--- config.mk ---
export PLATFORM = sky130hd
export DESIGN_NAME = prefix_adder_arbiter
export DESIGN_NICKNAME = d
export VERILOG_FILES = /design/src/rtl/prefix_adder_pkg.sv /design/src/rtl/prefix_adder.sv /design/src/rtl/prefix_adder_arbiter_rr_pick.sv /design/src/rtl/prefix_adder_arbiter.sv
export SDC_FILE = /design/constraint.sdc
export NUM_CORES = 1
export LEC_CHECK = 0
export CORE_UTILIZATION = 45
export CTS_CLUSTER_DIAMETER = 80
export DETAILED_ROUTE_END_ITERATION = 16
export PLACE_DENSITY = 0.91
export SLEW_MARGIN = 30
export SYNTH_ARGS = -nofsm -noshare
export SYNTH_HDL_FRONTEND = slang
export SYNTH_SLANG_ARGS = --single-unit
export TNS_END_PERCENT = 100
--- constraint.sdc ---
create_clock -name clk -period 11.46 [get_ports clk]
set_clock_uncertainty 0.05 [all_clocks]
set_input_delay 2.865 -clock clk [delete_from_list [all_inputs] [get_ports clk]]
set_output_delay 2.865 -clock clk [all_outputs]
set_load 0.01 [all_outputs]
--- src/rtl/prefix_adder_pkg.sv ---
`default_nettype none
// +--------------------------------------------------------------------------+
// | prefix_adder_pkg                                                         |
// | Shared types and constants for the prefix-adder arbitration slice.       |
// | Rev 1.0                                                                  |
// +--------------------------------------------------------------------------+
package prefix_adder_pkg;

  localparam int ADD_W    = 6;
  // Widest requester id the response record can carry (up to 256 requesters).
  localparam int ID_W_MAX = 8;

  typedef enum logic [0:0] {
    ARB_IDLE   = 1'b0,
    ARB_LOCKED = 1'b1
  } arb_state_t;

  typedef struct packed {
    logic [ADD_W-1:0]    sum;
    logic                cout;
    logic [ID_W_MAX-1:0] id;
    logic                last;
  } add_rsp_t;

endpackage
`default_nettype wire

--- src/rtl/prefix_adder.sv ---
`default_nettype none
// +--------------------------------------------------------------------------+
// | prefix_adder                                                             |
// | Kogge-Stone parallel-prefix adder: s = x + y + c_in, WIDTH+1 bits.       |
// | Rev 1.0                                                                  |
// +--------------------------------------------------------------------------+
module prefix_adder #(
  parameter int WIDTH = 6
) (
  input  logic [WIDTH-1:0] x,
  input  logic [WIDTH-1:0] y,
  input  logic             c_in,
  output logic [WIDTH:0]   s
);

  logic [WIDTH-1:0] w_prop;
  logic [WIDTH-1:0] w_gen;
  logic [WIDTH-1:0] w_grp_p;
  logic [WIDTH-1:0] w_nxt_g;
  logic [WIDTH-1:0] w_nxt_p;
  logic [WIDTH-1:0] w_carry;

  always_comb begin
    w_prop  = x ^ y;
    w_gen   = x & y;
    w_grp_p = w_prop;
    // Folding c_in into bit 0 makes every group generate a true carry-out.
    w_gen[0] = w_gen[0] | (w_prop[0] & c_in);
    w_nxt_g  = w_gen;
    w_nxt_p  = w_grp_p;
    for (int d = 1; d < WIDTH; d = d * 2) begin
      w_nxt_g = w_gen;
      w_nxt_p = w_grp_p;
      for (int i = d; i < WIDTH; i++) begin
        w_nxt_g[i] = w_gen[i] | (w_grp_p[i] & w_gen[i-d]);
        w_nxt_p[i] = w_grp_p[i] & w_grp_p[i-d];
      end
      w_gen   = w_nxt_g;
      w_grp_p = w_nxt_p;
    end
    w_carry = {w_gen[WIDTH-2:0], c_in};
    s       = {w_gen[WIDTH-1], w_prop ^ w_carry};
  end

endmodule
`default_nettype wire

--- src/rtl/prefix_adder_arbiter_rr_pick.sv ---
`default_nettype none
// +--------------------------------------------------------------------------+
// | prefix_adder_arbiter_rr_pick                                             |
// | Combinational round-robin picker: first valid at or after rr_ptr.        |
// | Rev 1.0                                                                  |
// +--------------------------------------------------------------------------+
module prefix_adder_arbiter_rr_pick #(
  parameter int NUM_REQ = 4,
  parameter int ID_W    = 2
) (
  input  logic [NUM_REQ-1:0] valid,
  input  logic [ID_W-1:0]    rr_ptr,
  output logic [NUM_REQ-1:0] grant,
  output logic [ID_W-1:0]    grant_id,
  output logic               any
);

  logic [NUM_REQ-1:0] w_rot;
  logic [ID_W-1:0]    w_off;
  logic [ID_W:0]      w_idx;

  always_comb begin
    // Rotate so that position 0 is the requester rr_ptr points at.
    w_rot = NUM_REQ'({valid, valid} >> rr_ptr);
    w_off = '0;
    any   = 1'b0;
    for (int i = NUM_REQ - 1; i >= 0; i--) begin
      if (w_rot[i]) begin
        w_off = ID_W'(i);
        any   = 1'b1;
      end
    end
    w_idx = {1'b0, rr_ptr} + {1'b0, w_off};
    if (w_idx >= (ID_W+1)'(NUM_REQ)) begin
      w_idx = w_idx - (ID_W+1)'(NUM_REQ);
    end
    grant_id = w_idx[ID_W-1:0];
    grant    = any ? (NUM_REQ'(1) << grant_id) : '0;
  end

endmodule
`default_nettype wire

--- src/rtl/prefix_adder_arbiter.sv ---
`default_nettype none
// +--------------------------------------------------------------------------+
// | prefix_adder_arbiter                                                     |
// | Round-robin sharing of one prefix_adder with multi-beat carry chaining.  |
// | Rev 1.0                                                                  |
// +--------------------------------------------------------------------------+
module prefix_adder_arbiter #(
  parameter  int NUM_REQ = 4,
  parameter  int ADD_W   = 6,
  localparam int ID_W    = (NUM_REQ > 1) ? $clog2(NUM_REQ) : 1
) (
  input  logic                     clk,
  input  logic                     rst_n,
  input  logic [NUM_REQ-1:0]       req_valid,
  input  logic [NUM_REQ-1:0]       req_last,
  input  logic [NUM_REQ*ADD_W-1:0] req_x,
  input  logic [NUM_REQ*ADD_W-1:0] req_y,
  input  logic [NUM_REQ-1:0]       req_cin,
  output logic [NUM_REQ-1:0]       req_ready,
  output logic                     rsp_valid,
  input  logic                     rsp_ready,
  output logic [ADD_W-1:0]         rsp_sum,
  output logic                     rsp_cout,
  output logic [ID_W-1:0]          rsp_id,
  output logic                     rsp_last
);

  import prefix_adder_pkg::*;

  arb_state_t       r_state;
  logic [ID_W-1:0]  r_rr_ptr;
  logic [ID_W-1:0]  r_owner;
  logic             r_carry;
  logic             r_rsp_valid;
  add_rsp_t         r_rsp;

  logic [NUM_REQ-1:0] w_pick_grant;
  logic [ID_W-1:0]    w_pick_id;
  logic               w_pick_any;
  logic               w_locked;
  logic               w_slot_free;
  logic               w_sel_valid;
  logic [ID_W-1:0]    w_sel_id;
  logic [ID_W-1:0]    w_next_ptr;
  logic [NUM_REQ-1:0] w_grant_vec;
  logic               w_accept;
  logic [ADD_W-1:0]   w_x;
  logic [ADD_W-1:0]   w_y;
  logic               w_cin;
  logic [ADD_W:0]     w_s;
  add_rsp_t           w_rsp_next;
  logic               w_unused_id;

  logic [ADD_W-1:0] w_x_arr [NUM_REQ];
  logic [ADD_W-1:0] w_y_arr [NUM_REQ];

  for (genvar i = 0; i < NUM_REQ; i++) begin : g_unpack
    assign w_x_arr[i] = req_x[i*ADD_W +: ADD_W];
    assign w_y_arr[i] = req_y[i*ADD_W +: ADD_W];
  end

  prefix_adder_arbiter_rr_pick #(
    .NUM_REQ (NUM_REQ),
    .ID_W    (ID_W)
  ) u_rr_pick (
    .valid    (req_valid),
    .rr_ptr   (r_rr_ptr),
    .grant    (w_pick_grant),
    .grant_id (w_pick_id),
    .any      (w_pick_any)
  );

  always_comb begin
    w_locked    = (r_state == ARB_LOCKED);
    w_slot_free = !r_rsp_valid || rsp_ready;
    // While locked the owner is the only candidate, valid or not.
    w_sel_id    = w_locked ? r_owner : w_pick_id;
    w_sel_valid = w_locked ? req_valid[r_owner] : w_pick_any;
    w_grant_vec = w_locked ? (NUM_REQ'(1) << r_owner) : w_pick_grant;
    w_accept    = rst_n && w_slot_free && w_sel_valid;
    req_ready   = w_accept ? w_grant_vec : '0;
    w_x         = w_x_arr[w_sel_id];
    w_y         = w_y_arr[w_sel_id];
    w_cin       = w_locked ? r_carry : req_cin[w_sel_id];
    w_next_ptr  = (w_sel_id == ID_W'(NUM_REQ - 1)) ? '0 : w_sel_id + 1'b1;
  end

  prefix_adder #(
    .WIDTH (ADD_W)
  ) u_prefix_adder (
    .x    (w_x),
    .y    (w_y),
    .c_in (w_cin),
    .s    (w_s)
  );

  always_comb begin
    w_rsp_next      = '0;
    w_rsp_next.sum  = w_s[ADD_W-1:0];
    w_rsp_next.cout = w_s[ADD_W];
    w_rsp_next.id   = ID_W_MAX'(w_sel_id);
    w_rsp_next.last = req_last[w_sel_id];
  end

  always_ff @(posedge clk or negedge rst_n) begin
    if (!rst_n) begin
      r_state     <= ARB_IDLE;
      r_rr_ptr    <= '0;
      r_owner     <= '0;
      r_carry     <= 1'b0;
      r_rsp_valid <= 1'b0;
      r_rsp       <= '0;
    end else begin
      if (w_accept) begin
        r_rsp       <= w_rsp_next;
        r_rsp_valid <= 1'b1;
        if (w_rsp_next.last) begin
          r_state  <= ARB_IDLE;
          r_rr_ptr <= w_next_ptr;
          r_carry  <= 1'b0;
        end else begin
          r_state  <= ARB_LOCKED;
          r_owner  <= w_sel_id;
          r_carry  <= w_s[ADD_W];
        end
      end else if (rsp_ready) begin
        r_rsp_valid <= 1'b0;
      end
    end
  end

  assign rsp_valid   = r_rsp_valid;
  assign rsp_sum     = r_rsp.sum;
  assign rsp_cout    = r_rsp.cout;
  assign rsp_id      = r_rsp.id[ID_W-1:0];
  assign rsp_last    = r_rsp.last;
  assign w_unused_id = ^r_rsp.id;

endmodule
`default_nettype wire
---- Yosys cells after proc, flatten, opt, wreduce, memory -nomap -nowiden ----
Cells that the tools add are included.
word-level totals
  register bits after elaboration ......... 17
  output and inout bits ................... 15
cells by class
  add/subtract/negate cells ............... 3
  order comparisons ....................... 4
  eq/ne operators ......................... 1
  shifts and indexed selects .............. 3
  multiplexer cells ....................... 32
  bitwise gates (word level) .............. 35
  reductions and logical operators ........ 7
operator list
  cell                                                                   number
  6-bit binary-select mux with 2-bit select                              2
  6-bit 2-to-1 mux                                                       4
  1-bit bitwise AND                                                      18
  2-bit 2-to-1 mux                                                       7
  1-bit 2-to-1 mux                                                       13
  4-bit 2-to-1 mux                                                       3
  1-bit bitwise OR                                                       12
  6-bit bitwise XOR                                                      2
  1-bit by 2-bit left shift with 4-bit output (first input constant)     2
  8-bit by 2-bit >> shifter with 4-bit output                            1
  6-bit bitwise AND                                                      1
  1-bit binary-select mux with 2-bit select                              3
  3-bit >= comparator (second input constant)                            2
  2-bit by 3-bit < comparator with 1-bit output (second input constant)  2
  2-bit AND reduction                                                    2
  2-bit by 2-bit adder with 3-bit output                                 1
  2-bit inverter with 3-bit output                                       1
  2-bit by 1-bit adder with 2-bit output (second input constant)         1
  2-bit equality test (second input constant)                            1
  1-bit logical AND                                                      2
  2-bit nonzero test                                                     1
  2-bit by 1-bit subtractor with 2-bit output (second input constant)    1
  1-bit logical NOT                                                      1
  1-bit logical OR                                                       1
  1-bit inverter                                                         1

---- Depth between registers and ports, before layout ----
  depth after elaboration ................. 21
  gate-level depth with buffers ........... 22
  depth with buffers taken out ............ 20

---- By module ----
From an unflattened synthesis, not the netlist that was laid out.
second synthesis, totals
  cell total of the unflattened synthesis .. 164
  area total of the unflattened synthesis .. 1725.4 sq um
modules (own cells, without submodules)
  module                        instances  cells an instance  area each (sq um)
  prefix_adder_arbiter          1          98                 1213.7
  prefix_adder_arbiter_rr_pick  1          38                 261.5
  prefix_adder                  1          28                 250.2

---- Worst setup path before layout ----
Ideal clock, no wire load.
  path kind ............................... in2out
  from .................................... input req_valid[0]
  to ...................................... output req_ready[0]
  arrival ................................. 4647 ps
  required time ........................... 8545 ps
  path slack .............................. 3898 ps
  stages .................................. 11
  buffers on the path ..................... 2
  path through ............................ buf_4 > nand2b_1 > a21oi_1 > nor3_1 > a21oi_1 > ha_1 > xor2_1 > nand4_2 > a31oi_2 > buf_2 > nor2_1
between the ends
  longest elaborated chain between the ends .. 12
ends and longest elaborated chain
  item                                                                                       RTL line                                                                source
  start, declared                                                                            prefix_adder_arbiter.sv:14                                              input logic [NUM_REQ-1:0] req_valid,
  8-bit by 2-bit >> shifter with 4-bit output                                                prefix_adder_arbiter_rr_pick.sv:24                                      w_rot = NUM_REQ'({valid, valid} >> rr_ptr);
  2-bit 2-to-1 mux (4 in a row)                                                              prefix_adder_arbiter_rr_pick.sv:28                                      if (w_rot[i]) begin
  2-bit by 2-bit adder with 3-bit output                                                     prefix_adder_arbiter_rr_pick.sv:33                                      w_idx = {1'b0, rr_ptr} + {1'b0, w_off};
  3-bit >= comparator / 2-bit by 1-bit subtractor with 2-bit output (equally long branches)  prefix_adder_arbiter_rr_pick.sv:34, prefix_adder_arbiter_rr_pick.sv:35
  2-bit 2-to-1 mux                                                                           prefix_adder_arbiter_rr_pick.sv:34                                      if (w_idx >= (ID_W+1)'(NUM_REQ)) begin
  1-bit by 2-bit left shift with 4-bit output                                                prefix_adder_arbiter_rr_pick.sv:38                                      grant = any ? (NUM_REQ'(1) << grant_id) : '0;
  4-bit 2-to-1 mux                                                                           prefix_adder_arbiter_rr_pick.sv:38
  4-bit 2-to-1 mux                                                                           prefix_adder_arbiter.sv:79                                              w_grant_vec = w_locked ? (NUM_REQ'(1) << r_owner) : w_pick_grant;
  4-bit 2-to-1 mux (*)                                                                       prefix_adder_arbiter.sv:81                                              req_ready = w_accept ? w_grant_vec : '0;
  end, declared                                                                              prefix_adder_arbiter.sv:19                                              output logic [NUM_REQ-1:0] req_ready,
Every way passes the cells marked *; elsewhere a longest branch is shown, timed or not. The select of a mux whose other input is x is not followed.

---- Worst setup path in the final report ----
  from .................................... input req_valid[2]
  to ...................................... output req_ready[2]
Same word-level chain as after synthesis.

==> Flow_metrics.wiki <==
{| class="wikitable"
! Metric !! Value
|-
| Share of the synthesized area in the top cell type || between 20% and 30%
|-
| Seq pwr share || approximately 18%
|-
| CP arrival || ~6 ns
|-
| Number of violations reported at the end of detailed-routing iteration 0 || a little under 80
|-
| Total standard cell area after synthesis || between 1500 and 2000 µm²
|-
| Count of flip-flops with a built-in enable after synthesis || 0
|-
| Core Footprint || about 3400 µm²
|-
| DIE AREA || between 3000 and 4000 µm²
|-
| Synthesis-to-finish area growth || 49.3%
|-
| Share of post-route cells with drive strength above 1 || 10.0%
|-
| Hold crit path type || reg -> reg
|-
| Port Buffer Count || 77
|-
| Final hold viol count || 0
|-
| Tot GR Track Use || between 20 and 25%
|-
| Clock tree from TritonCTS || done
|-
| Chip Height || between 60 and 70 µm
|-
| Clock-pin transition on the worst setup and hold timing paths || about 0.060 ns
|-
| Net Switching || 0.286 mW
|-
| Routability congestion estimate from global placement || around 0.8
|-
| Number of resized instances in the post-cts repair step || 0
|-
| Number of placement rows || 21
|-
| Max transition margin || between 40 and 50%
|-
| CTS root buf || sky130_fd_sc_hd__clkbuf_8
|-
| Net count reported at finish || between 300 and 400
|-
| Final period utilization || between 70% and 80%
|-
| Most frequent standard cell in the layout excluding fill and tap cells || sky130_fd_sc_hd__clkdlybuf4s50_1
|-
| Number of max-capacitance violations reported || 0
|-
| Slew of the pin with the lowest slew margin || 0.839 ns
|-
| # H-tree levels || 1
|-
| Die W || about 63 µm
|-
| Type of element capturing the critical path || primary output
|-
| Detailed-route vias per instance || approximately 5.8
|-
| Internal || 0.347 mW
|-
| Routed via count || 1,756
|-
| First-pass GRT wire length || about 7.7 mm
|-
| Clock Latency Late Sink || around 0.25 ns
|-
| Final setup violating endpoints || 0
|-
| Achievable Freq || around 0.11 GHz
|-
| Biggest area consumer among synthesized cells || sky130_fd_sc_hd__dfrtp_1
|-
| Ranking of synthesized cells by area || sky130_fd_sc_hd__dfrtp_1, sky130_fd_sc_hd__mux4_2, sky130_fd_sc_hd__nand2_1
|-
| Half-perimeter wire length after placement || 3.86 mm
|-
| RSZ-0062 raised after global routing || no
|-
| Leading register cell type out of synthesis || sky130_fd_sc_hd__dfrtp_1
|-
| Buffers from clock root to sink, at most || 2
|-
| Cell Pwr Density || 253 nW/µm²
|-
| Comb power frac || around three quarters
|-
| Number of global-route vias before repair || ~1,700
|-
| Initial antenna violation count || 0
|-
| Maximum net fanout on the critical path || 11
|-
| Antenna viol nets, final || 0
|-
| Number of placed instances with taps included || approximately 300
|-
| Final critical-path required period || ~8.7 ns
|-
| Initial Util || 48.7%
|-
| Total Power Consumption || 0.634 mW
|-
| Global route overflow || 0
|-
| Number of setup buffers added after CTS || 0
|-
| Non-filler cells, final || just over 300
|-
| Net Sw Frac || roughly 45%
|-
| Net Count, Synth || about 260
|-
| Cell leakage power || around 1 nW
|-
| Outcome || completed
|-
| Clk network pwr share || 6.9%
|-
| Mapped Avg Cell Area || 8.97 µm²
|-
| ANT cells || 0
|-
| Hold bufs inserted after CTS || 0
|-
| 1st-pass router iterations || 4
|-
| Worst Setup Start Kind || input port
|-
| Wirelength, routed || 4.78 mm
|-
| Startpoint-to-endpoint class of the critical path || in -> out
|-
| Number of distinct library cell variants in the gate-level netlist after synthesis || 53
|-
| Yosys Warn Count || 0
|-
| Inserted Clock Buffers || 3
|-
| Number of primary I/O pins || 78
|-
| Maximum number of pins on one net before global-route repair || 27
|-
| Flop and latch count out of synthesis || 17
|-
| Accumulated negative setup slack || 0 ns
|-
| Detail-routed net length per standard cell || ~16 µm
|-
| Final Slew Violations || 0
|-
| Residual DRC || 0
|-
| Fraction of synthesis flops using an asynchronous set or reset pin || 100%
|-
| TritonCTS sink count || 17
|-
| Endpoint required time on the critical path || 8.55 ns
|-
| Peak ir drop on the vdd network || 0.131 mV
|-
| Most frequent cells in the layout || sky130_fd_sc_hd__clkdlybuf4s50_1, sky130_fd_sc_hd__nand2_1, sky130_fd_sc_hd__nor2_1
|-
| Sequential fraction of the synthesis area || between 20% and 30%
|-
| Post-synthesis instance total || 187
|}
-- state kept, by name, summed over array words and instances (netlist names) --
name,cells
r_owner,2
rsp_last,1
rsp_id,2
r_carry,1
rsp_sum,6
r_state,1
rsp_cout,1
r_rr_ptr,2
rsp_valid,1
-- power groups by stage --
stage	combinational, mW	clock [mW]	sequential [mW]
2_1_floorplan	0.336	0	0.113
3_3_place_gp	0.454	0	0.115
6_report	0.473	0.0440	0.116
3_5_place_dp	0.469	0	0.116
5_1_grt	0.524	0.0464	0.119
4_1_cts	0.473	0.0440	0.115
-- critical path: stages --
cell and delay [ns]:
sky130_fd_sc_hd__clkdlybuf4s50_1 0.68, sky130_fd_sc_hd__nor2b_1 0.17, sky130_fd_sc_hd__a21oi_1 0.05, sky130_fd_sc_hd__nor2_1 0.11, sky130_fd_sc_hd__a21oi_1 0.05, sky130_fd_sc_hd__a21oi_1 0.16
sky130_fd_sc_hd__ha_1 0.21, sky130_fd_sc_hd__xor2_1 0.23, sky130_fd_sc_hd__nand4_2 0.15, sky130_fd_sc_hd__a31o_1 0.39, sky130_fd_sc_hd__nor2_1 0.19, sky130_fd_sc_hd__clkdlybuf4s50_1 0.58
-- layer usage --
layer	up-vias	track usage [%]	wire length, µm
li1	834	-	-
met1	819	32.3	1850
met2	93	42.7	2500
met3	10	2.74	329
met4	0	9.01	91
met5	-	0	0
-- cells in the mapped netlist, types with 2 or more instances --
library cell / number
sky130_fd_sc_hd__nand2_1: 30
sky130_fd_sc_hd__nor2_1: 20
sky130_fd_sc_hd__dfrtp_1: 17
sky130_fd_sc_hd__a21oi_1: 10
sky130_fd_sc_hd__mux4_2: 10
sky130_fd_sc_hd__buf_2: 7
sky130_fd_sc_hd__o21ai_1: 7
sky130_fd_sc_hd__ha_1: 6
sky130_fd_sc_hd__nand2b_1: 6
sky130_fd_sc_hd__inv_1: 5
sky130_fd_sc_hd__nand3_1: 5
sky130_fd_sc_hd__nor3_1: 4
sky130_fd_sc_hd__o21a_1: 4
sky130_fd_sc_hd__o21ai_0: 4
sky130_fd_sc_hd__a21o_1: 3
sky130_fd_sc_hd__nor2b_1: 3
sky130_fd_sc_hd__o31ai_1: 3
sky130_fd_sc_hd__xnor2_1: 3
sky130_fd_sc_hd__a211o_1: 2
sky130_fd_sc_hd__a22o_1: 2
sky130_fd_sc_hd__fa_1: 2
sky130_fd_sc_hd__mux2i_1: 2
sky130_fd_sc_hd__or3_1: 2
-- final timing paths --
path                                               from                      to  slack (ns)  cells after the start
worst max-delay path                       req_valid[2]            req_ready[2]        2.72                     12
worst min-delay path               rsp_last$_DFFE_PN0P_    rsp_last$_DFFE_PN0P_        0.43                      2
worst max register to register  r_rr_ptr[1]$_DFFE_PN0P_     r_carry$_DFFE_PN0P_        7.00                     21
worst min register to register     rsp_last$_DFFE_PN0P_    rsp_last$_DFFE_PN0P_        0.43                      2
max in group asynchronous                         rst_n  rsp_sum[2]$_DFFE_PN0P_        7.83                      1
min in group asynchronous                         rst_n  rsp_sum[4]$_DFFE_PN0P_        3.03                      1
-- final cells by class --
type | instances | area (µm²)
timing repair buffer | 79 | 786
sequential | 17 | 425
tap | 46 | 57.6
clock buffer | 4 | 45.0
inverter | 6 | 22.5
fill | 253 | 938
multi-input combinational | 153 | 1170
-- logic make-up (layout without fill, tap and decap cells) --
kind of cell             count (synthesis)  in the layout  share of synthesized area (%)
AND/OR/NAND/NOR                         77             77                           21.9
multiplexers                            17             17                           19.3
adder cells (fa/ha/maj)                  8              8                           6.87
AO/OA/AOI/OAI                           47             47                           19.6
buffers and inverters                   17             89                           5.00
XOR/XNOR                                 4              4                           2.09
flip-flops                              17             17                           25.4
-- stage by stage --
step | worst slack, ns | area, µm² | util (%) | hold slack (ns)
floorplan | 3.90 | 1680 | - | 0.414
global placement | 2.83 | 2460 | 71.4 | 0.411
detailed placement | 2.80 | 2460 | 71.4 | 0.415
CTS | 2.78 | 2500 | 72.7 | 0.430
global route | 2.56 | 2500 | 72.7 | 0.470
finish | 2.72 | 2500 | 72.7 | 0.429
No activity file was read; power rests on OpenSTA's default activity.
